File: src/rtl/sbox_share_ctrl.sv
// Time-shares one external 4-byte combinational S-box between a 128-bit state
// SubBytes request (four passes) and a 32-bit key-schedule SubWord request (one pass).
module sbox_share_ctrl (
    input  logic         clk,
    input  logic         rst_n,
    input  logic         clr,
    input  logic         st_valid,
    input  logic [127:0] st_data,
    output logic         st_ready,
    output logic         st_done,
    output logic [127:0] st_res,
    input  logic         ks_valid,
    input  logic [31:0]  ks_word,
    output logic         ks_ready,
    output logic         ks_done,
    output logic [31:0]  ks_res,
    output logic [31:0]  sbox_in,
    input  logic [31:0]  sbox_out,
    output logic         busy
);
    typedef enum logic [1:0] {IDLE = 2'd0, ST_RUN = 2'd1, KS_RUN = 2'd2} state_t;

    state_t          state_reg, state_next;
    logic [1:0]      cnt_reg, cnt_next;
    logic            last_ks_reg, last_ks_next;   // 1: key schedule won the last grant
    logic [127:0]    st_cap_reg;
    logic [31:0]     ks_cap_reg;
    logic [2:0][31:0] shadow_reg;
    logic [127:0]    st_res_reg;
    logic [31:0]     ks_res_reg;
    logic            st_done_reg, ks_done_reg;
    logic            grant_st, grant_ks;
    logic            st_fin, ks_fin, shadow_we;
    logic [31:0]     st_word [4];

    genvar gi;
    generate
        for (gi = 0; gi < 4; gi++) begin : g_word
            assign st_word[gi] = st_cap_reg[127 - 32*gi -: 32];
        end
    endgenerate

    always_comb begin
        state_next   = state_reg;
        cnt_next     = cnt_reg;
        last_ks_next = last_ks_reg;
        st_ready     = 1'b0;
        ks_ready     = 1'b0;
        st_fin       = 1'b0;
        ks_fin       = 1'b0;
        shadow_we    = 1'b0;
        sbox_in      = 32'h0;
        grant_st     = st_valid & (~ks_valid | last_ks_reg);
        grant_ks     = ks_valid & (~st_valid | ~last_ks_reg);

        case (state_reg)
            ST_RUN:  sbox_in = st_word[cnt_reg];
            KS_RUN:  sbox_in = ks_cap_reg;
            default: sbox_in = 32'h0;
        endcase

        if (clr) begin
            state_next = IDLE;
            cnt_next   = 2'd0;
        end else begin
            case (state_reg)
                IDLE: begin
                    if (grant_st) begin
                        st_ready     = 1'b1;
                        state_next   = ST_RUN;
                        cnt_next     = 2'd0;
                        last_ks_next = 1'b0;
                    end else if (grant_ks) begin
                        ks_ready     = 1'b1;
                        state_next   = KS_RUN;
                        last_ks_next = 1'b1;
                    end
                end
                ST_RUN: begin
                    cnt_next = cnt_reg + 2'd1;
                    if (cnt_reg == 2'd3) begin
                        st_fin     = 1'b1;
                        state_next = IDLE;
                    end else begin
                        shadow_we = 1'b1;
                    end
                end
                KS_RUN: begin
                    ks_fin     = 1'b1;
                    state_next = IDLE;
                end
                default: state_next = IDLE;
            endcase
        end
    end

    // Words 0..2 collect in the shadow; st_res only changes once all four exist.
    always_ff @(posedge clk or negedge rst_n) begin
        if (!rst_n) begin
            state_reg   <= IDLE;
            cnt_reg     <= 2'd0;
            last_ks_reg <= 1'b0;
            st_cap_reg  <= '0;
            ks_cap_reg  <= '0;
            shadow_reg  <= '0;
            st_res_reg  <= '0;
            ks_res_reg  <= '0;
            st_done_reg <= 1'b0;
            ks_done_reg <= 1'b0;
        end else begin
            state_reg   <= state_next;
            cnt_reg     <= cnt_next;
            last_ks_reg <= last_ks_next;
            st_done_reg <= st_fin;
            ks_done_reg <= ks_fin;
            if (st_ready)
                st_cap_reg <= st_data;
            if (ks_ready)
                ks_cap_reg <= ks_word;
            for (int i = 0; i < 3; i++) begin
                if (shadow_we && cnt_reg == 2'(i))
                    shadow_reg[i] <= sbox_out;
            end
            if (st_fin)
                st_res_reg <= {shadow_reg[0], shadow_reg[1], shadow_reg[2], sbox_out};
            if (ks_fin)
                ks_res_reg <= sbox_out;
        end
    end

    assign st_res  = st_res_reg;
    assign ks_res  = ks_res_reg;
    assign st_done = st_done_reg;
    assign ks_done = ks_done_reg;
    assign busy    = (state_reg != IDLE);

endmodule

File: config.mk
export PLATFORM = sky130hd
export DESIGN_NAME = sbox_share_ctrl
export DESIGN_NICKNAME = d
export VERILOG_FILES = /design/src/rtl/sbox_share_ctrl.sv
export SDC_FILE = /design/constraint.sdc
export NUM_CORES = 1
export LEC_CHECK = 0
export ABC_AREA = 1
export BUFFER_PORTS_ARGS = -buffer_cell sky130_fd_sc_hd__buf_2
export CORE_MARGIN = 1
export CORE_UTILIZATION = 35
export DETAILED_ROUTE_END_ITERATION = 8
export SLEW_MARGIN = 0
export SYNTH_ARGS = -nofsm -noshare
export SYNTH_HDL_FRONTEND = slang
export SYNTH_SLANG_ARGS = --single-unit
File: constraint.sdc
create_clock -name clk -period 2.45 [get_ports clk]
set_clock_uncertainty 0.15 [all_clocks]
set_input_delay 0.1225 -clock clk [delete_from_list [all_inputs] [get_ports clk]]
set_output_delay 0.1225 -clock clk [all_outputs]
set_load 0.005 [all_outputs]
==> flow_summary.toml, run 1 <==
[sta]
tightestPinTransition_ns = 0.637
clock.fmax_ghz = 0.422
relSlewSlack_pct = 57.5
rsz0062_at_grt = "yes"
fin_crit_ns = 2.37
maxSlewViolCount = 0
timing.final.crit_share_pct = 96.8
hold_violations = 0
setup_violations = 0

[yosys]
synth_cell_types = 22
synth_top_cell_by_area = "dfrtp_1"
synthesis.instances = 2031
synth_top_area_share_pct = 60.7
syn-cell-area_sq_mm = 0.0174
ys_ff_latch = 423
avgSynthCellArea_sq_um = 8.58
ys_top_cells_by_area = "dfrtp_1, nand2_1, o21ai_0"
ys_warn_count = 0
seq_area_frac_synth_pct = 60.7
synth_nets = 2235

[floorplan]
dieArea_sq_mm = 0.0507
start_util_pct = 35.5
fp-row-count = 81
die_y_um = 225
core_area_sq_mm = 0.0491
num_io_pins = 394
die_x_um = 225

[detailed_routing]
remaining_drc_errors = 0
wl_per_cell_um = 16.5
first_pass_iters = 5
drtIter0Drc = 1094
final_antenna_net_count = 0
vias_per_cell = 4.69
wirelength_mm = 54.5
vias = 15500

[cells_and_area]
fin_cells = 3296
layout_commonest_cell = "nand2_1"
post-route-util_pct = 48.4
final_cell_mix = "nand2_1, dfrtp_1, buf_2, o21ai_0, dlygate4sd3_1"
nNetsFinal = 2798
area_growth_pct = 36.2
drive_above_1_share_pct = 20.2

[global_route]
grt_usage_pct = 21.6
grt_max_degree = 98
grt_pass1_vias = 15600
globalRouteOverflowTotal = 0
grt_pass1_wl_mm = 85.5
antenna_found_initial = 5

[setup_path]
r2r_start = "cnt_reg[1]"
arrival_ns = 2.10
critical_path_class = "reg -> out"
critPathMaxFanout = 39
r2r-end = "shadow_reg[49]"
ff2ff_setup_slack_ns = 0.39
crit_required_ns = 2.18
worst_setup_path_end_kind = "output pin"
rr_worst_depth = 6
worst_setup_path_start_kind = "flip-flop"

[cts]
clkSlewWorstSetupHoldPaths_ns = 0.06
clk-insertion-delay-late_ns = 0.59
root_buffer = "clkbuf_16"
cts.sinks = 423
htree_num_levels = 2
clockBufferDepth = 3
tritoncts = "built"
cts_buffers = 45

[run_status]
outcome = "complete, no violations"

[placed_design]
place_congestion = 0.839
numPortBuffers = 393
dp_hpwl_mm = 35.5
placed_cells = 3007

[power_and_ir_drop]
p_per_area_mw_per_mm2 = 895
power_leakage_nw = 12.7
vdd_drop_max_uv = 583

[worst_hold_path]
min_from = "st_data[82]"
whs_endpoint = "st_cap_reg[82]"
hold_depth = 4
hp-class = "in -> reg"

[run]
drv_cap = 0
## logic make-up after synthesis
| family | after synthesis | share of synthesized area, % |
|---|---|---|
| fa+ha+maj | 7 | 0.502 |
| compound gates | 327 | 9.42 |
| flops | 423 | 60.7 |
| simple gates | 982 | 21.9 |
| buf+inv | 292 | 7.46 |
## through the flow
stage / setup slack (ns) / setup TNS [ns] / hold WS [ns] / total power, mW / instance area, sq um
after detailed placement: 0.457 / 0 / -0.0203 / 13.9 / 20000
after CTS: -0.00426 / -0.00426 / 0.0964 / 21.4 / 23700
after floorplan: 0.755 / 0 / -0.323 / 12.2 / 17400
after global routing: -0.00565 / -0.00565 / 0.116 / 22.6 / 23700
after global placement: 0.493 / 0 / -0.0197 / 13.8 / 20000
final: 0.0779 / 0 / 0.128 / 21.3 / 23700
## layer usage
metal | global-route usage [%] | routed length, um | vias to the layer above | part of all wire [%]
met5 | 0 | 38 | - | 0.070
met4 | 9.98 | 2520 | 6 | 4.6
met3 | 4.60 | 3360 | 134 | 6.2
met2 | 35.2 | 25700 | 525 | 47
met1 | 27.5 | 22900 | 7371 | 42
li1 | - | - | 7418 | -
## where the power goes
part	switching [mW]	total (mW)	internal [mW]
combinational	2.73	4.58	1.84
sequential	0.736	9.57	8.84
clock	2.93	7.10	4.17
total	6.40	21.3	14.9
## what timing repair did
item / in CTS / in global routing
endpoints found under the hold margin: 748 / 0
buffers inserted: 1 / 3
hold buffers: 198 / 0
pin swaps: 0 / 0
gates resized for setup: 8 / 8
gates cloned: 1 / 1
endpoints found under the setup margin: 15 / 21
## critical path, stage by stage (launching register included)
cell and delay (ns):
dfrtp_2 0.45, buf_6 0.22, nand2_1 0.12, nand3_1 0.12, nand2_1 0.13, nand2_1 0.11, a21oi_1 0.18, buf_2 0.14
## cell usage after synthesis
cell / instances
a21o_1: 1
a21oi_1: 33
buf_1: 5
buf_2: 52
buf_4: 26
buf_6: 5
clkbuf_1: 27
clkbuf_2: 3
clkinv_1: 1
dfrtp_1: 423
ha_1: 7
inv_1: 168
inv_2: 5
nand2_1: 905
nand2_2: 3
nand2_4: 2
nand3_1: 69
nand3_2: 1
nor2_4: 2
o21ai_0: 237
o21ai_1: 55
o21ai_2: 1
## layout make-up
type / count / area (sq um)
diodes: 2 / 5.00
clock buffers: 68 / 1350
clock inverters: 15 / 221
fillers: 4754 / 25300
inverters: 174 / 668
multi-input cells: 1316 / 5560
flip-flops and latches: 423 / 10600
well taps: 664 / 831
repair buffers: 634 / 4520
## how the worst max path moves through the flow
stage / slack (ns) / to / startpoint / depth (start not counted)
after floorplan: 0.75 / shadow_reg[11] / cnt_reg[0] / 7
after global placement: 0.49 / st_ready / state_reg[0] / 8
after detailed placement: 0.46 / shadow_reg[57] / cnt_reg[1] / 6
after CTS: -0.004 / sbox_in[27] / cnt_reg[1] / 7
after global routing: -0.006 / st_ready / state_reg[0] / 8
final: 0.08 / sbox_in[6] / cnt_reg[0] / 7
Note: power is estimated with default switching activity, not from simulation.
==> run 2, diff against run 1 <==
Settings changed: PLACE_DENSITY_LB_ADDON set to 0.25.
==> flow_summary.toml, run 2 (synthesis results as in run 1) <==
[run_status]
outcome = "complete, no violations"

[cts]
cts_buffers = 48
cts.sinks = 423
tritoncts = "built"
clkSlewWorstSetupHoldPaths_ns = 0.06
clk-insertion-delay-late_ns = 0.59
htree_num_levels = 2
clockBufferDepth = 3
root_buffer = "clkbuf_16"

[power_and_ir_drop]
switching_share_pct = 30.3
comb_power_share_pct = 21.8
vdd_drop_max_uv = 530
clkPwrFrac_pct = 34.2
switchingPower_mw = 6.59
pwr-share-seq_pct = 44.0
p_per_area_mw_per_mm2 = 911
power_leakage_nw = 12.7
intPower_mw = 15.2

[placed_design]
numPortBuffers = 393
dp_hpwl_mm = 36.9
placed_cells = 3009
place_congestion = 0.911

[worst_hold_path]
hp-class = "in -> async"

[sta]
clock.fmax_ghz = 0.427
maxSlewViolCount = 0
setup_violations = 0
fin_tns_setup_ns = 0
tightestPinTransition_ns = 0.758
timing.final.crit_share_pct = 95.7
fin_crit_ns = 2.34
whs_ns = 0.0215
rsz0062_at_grt = "yes"
relSlewSlack_pct = 49.5
hold_violations = 0

[global_route]
globalRouteOverflowTotal = 0
grt_pass1_vias = 15800
grt_max_degree = 92
grt_pass1_wl_mm = 87.4
antenna_found_initial = 5
grt_usage_pct = 22.3

[run]
drv_cap = 0

[setup_path]
arrival_ns = 2.07
r2r-end = "st_cap_reg[25]"
crit_required_ns = 2.18
worst_setup_path_start_kind = "flip-flop"
rr_worst_depth = 9
critPathMaxFanout = 33
ff2ff_setup_slack_ns = 0.35
worst_setup_path_end_kind = "output pin"
r2r_start = "state_reg[0]"
critical_path_class = "reg -> out"

[cells_and_area]
nNetsFinal = 2806
post-route-util_pct = 48.7
layout_commonest_cell = "nand2_1"
regArea_sq_mm = 0.0106
nFillCells = 4692
drive_above_1_share_pct = 20.0
multiInputGateArea_sq_mm = 0.00556
final_cell_mix = "nand2_1, dfrtp_1, buf_2, o21ai_0, dlygate4sd3_1"
area_growth_pct = 37.0
fin_cells = 3303

[detailed_routing]
final_antenna_net_count = 0
wirelength_mm = 57.1
first_pass_iters = 6
wl_per_cell_um = 17.3
vias = 15700
drtIter0Drc = 1004
remaining_drc_errors = 0
vias_per_cell = 4.76

[floorplan]
fp-row-count = 81
num_io_pins = 394
dieArea_sq_mm = 0.0507
start_util_pct = 35.5
core_area_sq_mm = 0.0491
die_y_um = 225
die_x_um = 225
## run 2: stage by stage
stage / setup WS, ns / instance area (sq um) / power [mW]
finish: 0.106 / 23900 / 21.8
global route: -0.0291 / 23900 / 23.1
detailed placement: 0.444 / 20100 / 14.0
CTS: 0.00388 / 23800 / 21.8
floorplan: 0.755 / 17400 / 12.2
global placement: 0.526 / 20100 / 13.9
## run 2: layout make-up
| type | count | share of cell area, % |
|---|---|---|
| Tap cell | 664 | 3.48 |
| Sequential cell | 423 | 44.3 |
| Clock buffer | 73 | 6.01 |
| Antenna cell | 2 | 0.0210 |
| Multi-Input combinational cell | 1316 | 23.3 |
| Inverter | 174 | 2.88 |
| Timing Repair Buffer | 637 | 19.1 |
| Clock inverter | 12 | 0.822 |
| Timing Repair inverter | 2 | 0.0733 |
## run 2: layer usage
layer  global-route usage [%]  part of all wire [%]  vias up
met2                     36.1                    47      545
li1                         -                     -     7449
met3                     4.34                   5.8      159
met5                        0                 0.093        -
met4                     11.8                   5.3        8
met1                     28.1                    42     7570
## run 2: worst max path at each step
stage / slack [ns] / to / start / cells after the start
after floorplan: 0.75 / shadow_reg[11] / cnt_reg[0] / 7
after global placement: 0.53 / st_cap_reg[0] / state_reg[0] / 9
after detailed placement: 0.44 / st_cap_reg[111] / state_reg[0] / 9
after CTS: 0.004 / st_ready / state_reg[0] / 7
after global routing: -0.03 / ks_ready / state_reg[0] / 8
final: 0.11 / sbox_in[7] / state_reg[1] / 6
## run 2: critical path, stage by stage (launching register included)
cell	delay, ns
dfrtp_1	0.39
inv_1	0.09
ha_2	0.22
buf_6	0.31
nand2_1	0.12
a21oi_1	0.18
buf_2	0.15
## run 2: power by group through the flow
stage / Clock (mW) / Sequential [mW] / Combinational [mW]
after global placement: 0 / 9.61 / 4.27
after CTS: 7.62 / 9.56 / 4.66
after floorplan: 0 / 9.53 / 2.72
after detailed placement: 0 / 9.67 / 4.36
after global routing: 7.88 / 9.77 / 5.41
final: 7.43 / 9.58 / 4.74
## run 2: what timing repair did
| item | in CTS | in global routing |
|---|---|---|
| setup endpoints to repair | 34 | 25 |
| hold buffers | 204 | 0 |
| endpoints found under the hold margin | 701 | 0 |
| buffers inserted | 0 | 0 |
| gates cloned | 0 | 4 |
| resized for setup | 6 | 12 |
==> run 3, diff against run 2 <==
Settings changed: BUFFER_PORTS_ARGS -buffer_cell sky130_fd_sc_hd__buf_2 to not set, CORE_UTILIZATION 35 to 40, DONT_BUFFER_PORTS set to 1.
==> flow_summary.toml, run 3 (synthesis results as in run 1) <==
[setup_path]
worst_setup_path_start_kind = "flip-flop"
critPathMaxFanout = 32
rr_worst_depth = 10
r2r_start = "state_reg[0]"
critical_path_class = "reg -> out"
r2r-end = "ks_cap_reg[26]"
worst_setup_path_end_kind = "output pin"
arrival_ns = 2.10
crit_required_ns = 2.18
ff2ff_setup_slack_ns = 0.09

[floorplan]
die_y_um = 211
start_util_pct = 40.6
dieArea_sq_mm = 0.0444
fp-row-count = 76
num_io_pins = 394
core_area_sq_mm = 0.0430
die_x_um = 211

[power_and_ir_drop]
pwr-share-seq_pct = 46.9
p_per_area_mw_per_mm2 = 927
vdd_drop_max_uv = 721
clkPwrFrac_pct = 32.9
intPower_mw = 14.5
comb_power_share_pct = 20.2
power_leakage_nw = 10.9
switching_share_pct = 29.8
switchingPower_mw = 6.15

[global_route]
grt_max_degree = 424
grt_pass1_vias = 14400
grt_pass1_wl_mm = 78.4
antenna_found_initial = 7
grt_usage_pct = 22.5
globalRouteOverflowTotal = 0

[cts]
cts_buffers = 45
clkSlewWorstSetupHoldPaths_ns = 0.06
clockBufferDepth = 3
cts_hold_buffers = 258
root_buffer = "clkbuf_16"
htree_num_levels = 2
clk-insertion-delay-late_ns = 0.57
tritoncts = "built"
cts.sinks = 423

[sta]
relSlewSlack_pct = 48.2
setup_violations = 0
rsz0062_at_grt = "no"
tightestPinTransition_ns = 0.777
hold_violations = 423
timing.final.crit_share_pct = 96.7
clock.fmax_ghz = 0.422
maxSlewViolCount = 0
fin_crit_ns = 2.37
whs_ns = -0.882
fin_tns_setup_ns = 0

[placed_design]
dp_hpwl_mm = 30.4
numPortBuffers = 0
place_congestion = 0.813
placed_cells = 2524

[detailed_routing]
first_pass_iters = 5
wirelength_mm = 51.3
vias = 14200
drtIter0Drc = 1000
vias_per_cell = 4.93
final_antenna_net_count = 0
wl_per_cell_um = 17.8
remaining_drc_errors = 0

[cells_and_area]
area_growth_pct = 27.7
layout_commonest_cell = "nand2_1"
fin_cells = 2881
final_cell_mix = "nand2_1, dfrtp_1, dlygate4sd3_1, o21ai_0, inv_1"
nNetsFinal = 2459
post-route-util_pct = 51.8
nFillCells = 3928
drive_above_1_share_pct = 5.72

[worst_hold_path]
hp-class = "in -> async"

[run]
drv_cap = 0

[run_status]
violations = "hold timing"
outcome = "complete, but fails checks"
[run 3: cell types whose count changed in the layout (fill, tap and decap cells not counted), sizes merged]
| cell | delta |
|---|---|
| buf | -400 |
| clkinvlp | +1 |
| inv | -4 |
| clkinv | +7 |
| dlygate4sd3 | +54 |
| bufinv | -4 |
| clkbuf | -2 |
| diode | +5 |
[run 3: area by class of cell]
| cell class | instances | area (sq um) | share of cell area, % |
|---|---|---|---|
| sequential | 423 | 10600 | 47.6 |
| multi-input combinational | 1316 | 5600 | 25.1 |
| timing repair buffer | 293 | 3120 | 14.0 |
| clock buffer | 69 | 1350 | 6.05 |
| tap | 585 | 732 | 3.29 |
| inverter | 174 | 686 | 3.08 |
| clock inverter | 12 | 143 | 0.641 |
| timing repair inverter | 2 | 25.0 | 0.112 |
| antenna | 7 | 17.5 | 0.0787 |
[run 3: through the flow]
| stage | hold WS [ns] | instance area, sq um | setup WS, ns | power, mW |
|---|---|---|---|---|
| 2_1_floorplan | -0.323 | 17400 | 0.755 | 12.2 |
| 3_3_place_gp | -0.304 | 17900 | 0.433 | 13.0 |
| 3_5_place_dp | -0.303 | 17900 | 0.371 | 13.2 |
| 4_1_cts | -0.932 | 22000 | 0.00614 | 20.6 |
| 5_1_grt | -0.918 | 22300 | 0.00204 | 21.9 |
| 6_report | -0.882 | 22300 | 0.0818 | 20.6 |
[run 3: per-layer routing]
metal	share of wire, %	vias up	routed length [um]	track usage (%)
li1	-	6748	-	-
met1	41	6871	20900	27.7
met2	48	499	24800	37.7
met3	7.7	97	3940	5.92
met4	3.3	0	1710	9.07
met5	0	-	0	0
[run 3: power groups by stage]
stage / Combinational (mW) / Clock, mW / Sequential, mW
after global routing: 4.76 / 7.24 / 9.85
final: 4.16 / 6.79 / 9.67
after CTS: 3.95 / 6.97 / 9.64
after detailed placement: 3.46 / 0 / 9.75
after global placement: 3.34 / 0 / 9.70
after floorplan: 2.72 / 0 / 9.53
[run 3: worst max path at each step]
stage | startpoint | end | slack [ns] | cells past startpoint
6_report | state_reg[0] | sbox_in[27] | 0.08 | 5
5_1_grt | state_reg[0] | ks_cap_reg[6] | 0.002 | 10
4_1_cts | cnt_reg[1] | sbox_in[4] | 0.006 | 5
3_5_place_dp | state_reg[1] | st_cap_reg[46] | 0.37 | 9
3_3_place_gp | state_reg[0] | st_cap_reg[11] | 0.43 | 8
2_1_floorplan | cnt_reg[0] | shadow_reg[11] | 0.75 | 7
[run 3: critical path: stages, from the launching register on]
cell	delay, ns
dfrtp_1	0.40
inv_1	0.14
ha_1	0.24
buf_8	0.27
nand2_1	0.19
a21oi_1	0.29
[run 3: timing repair]
item                                    4_1_cts  5_1_grt
cloned                                        2        5
buffers inserted                              0        4
pin swaps                                     0        1
gates resized for setup                      10       23
endpoints found under the hold margin       757      423
endpoints found under the setup margin       19       46
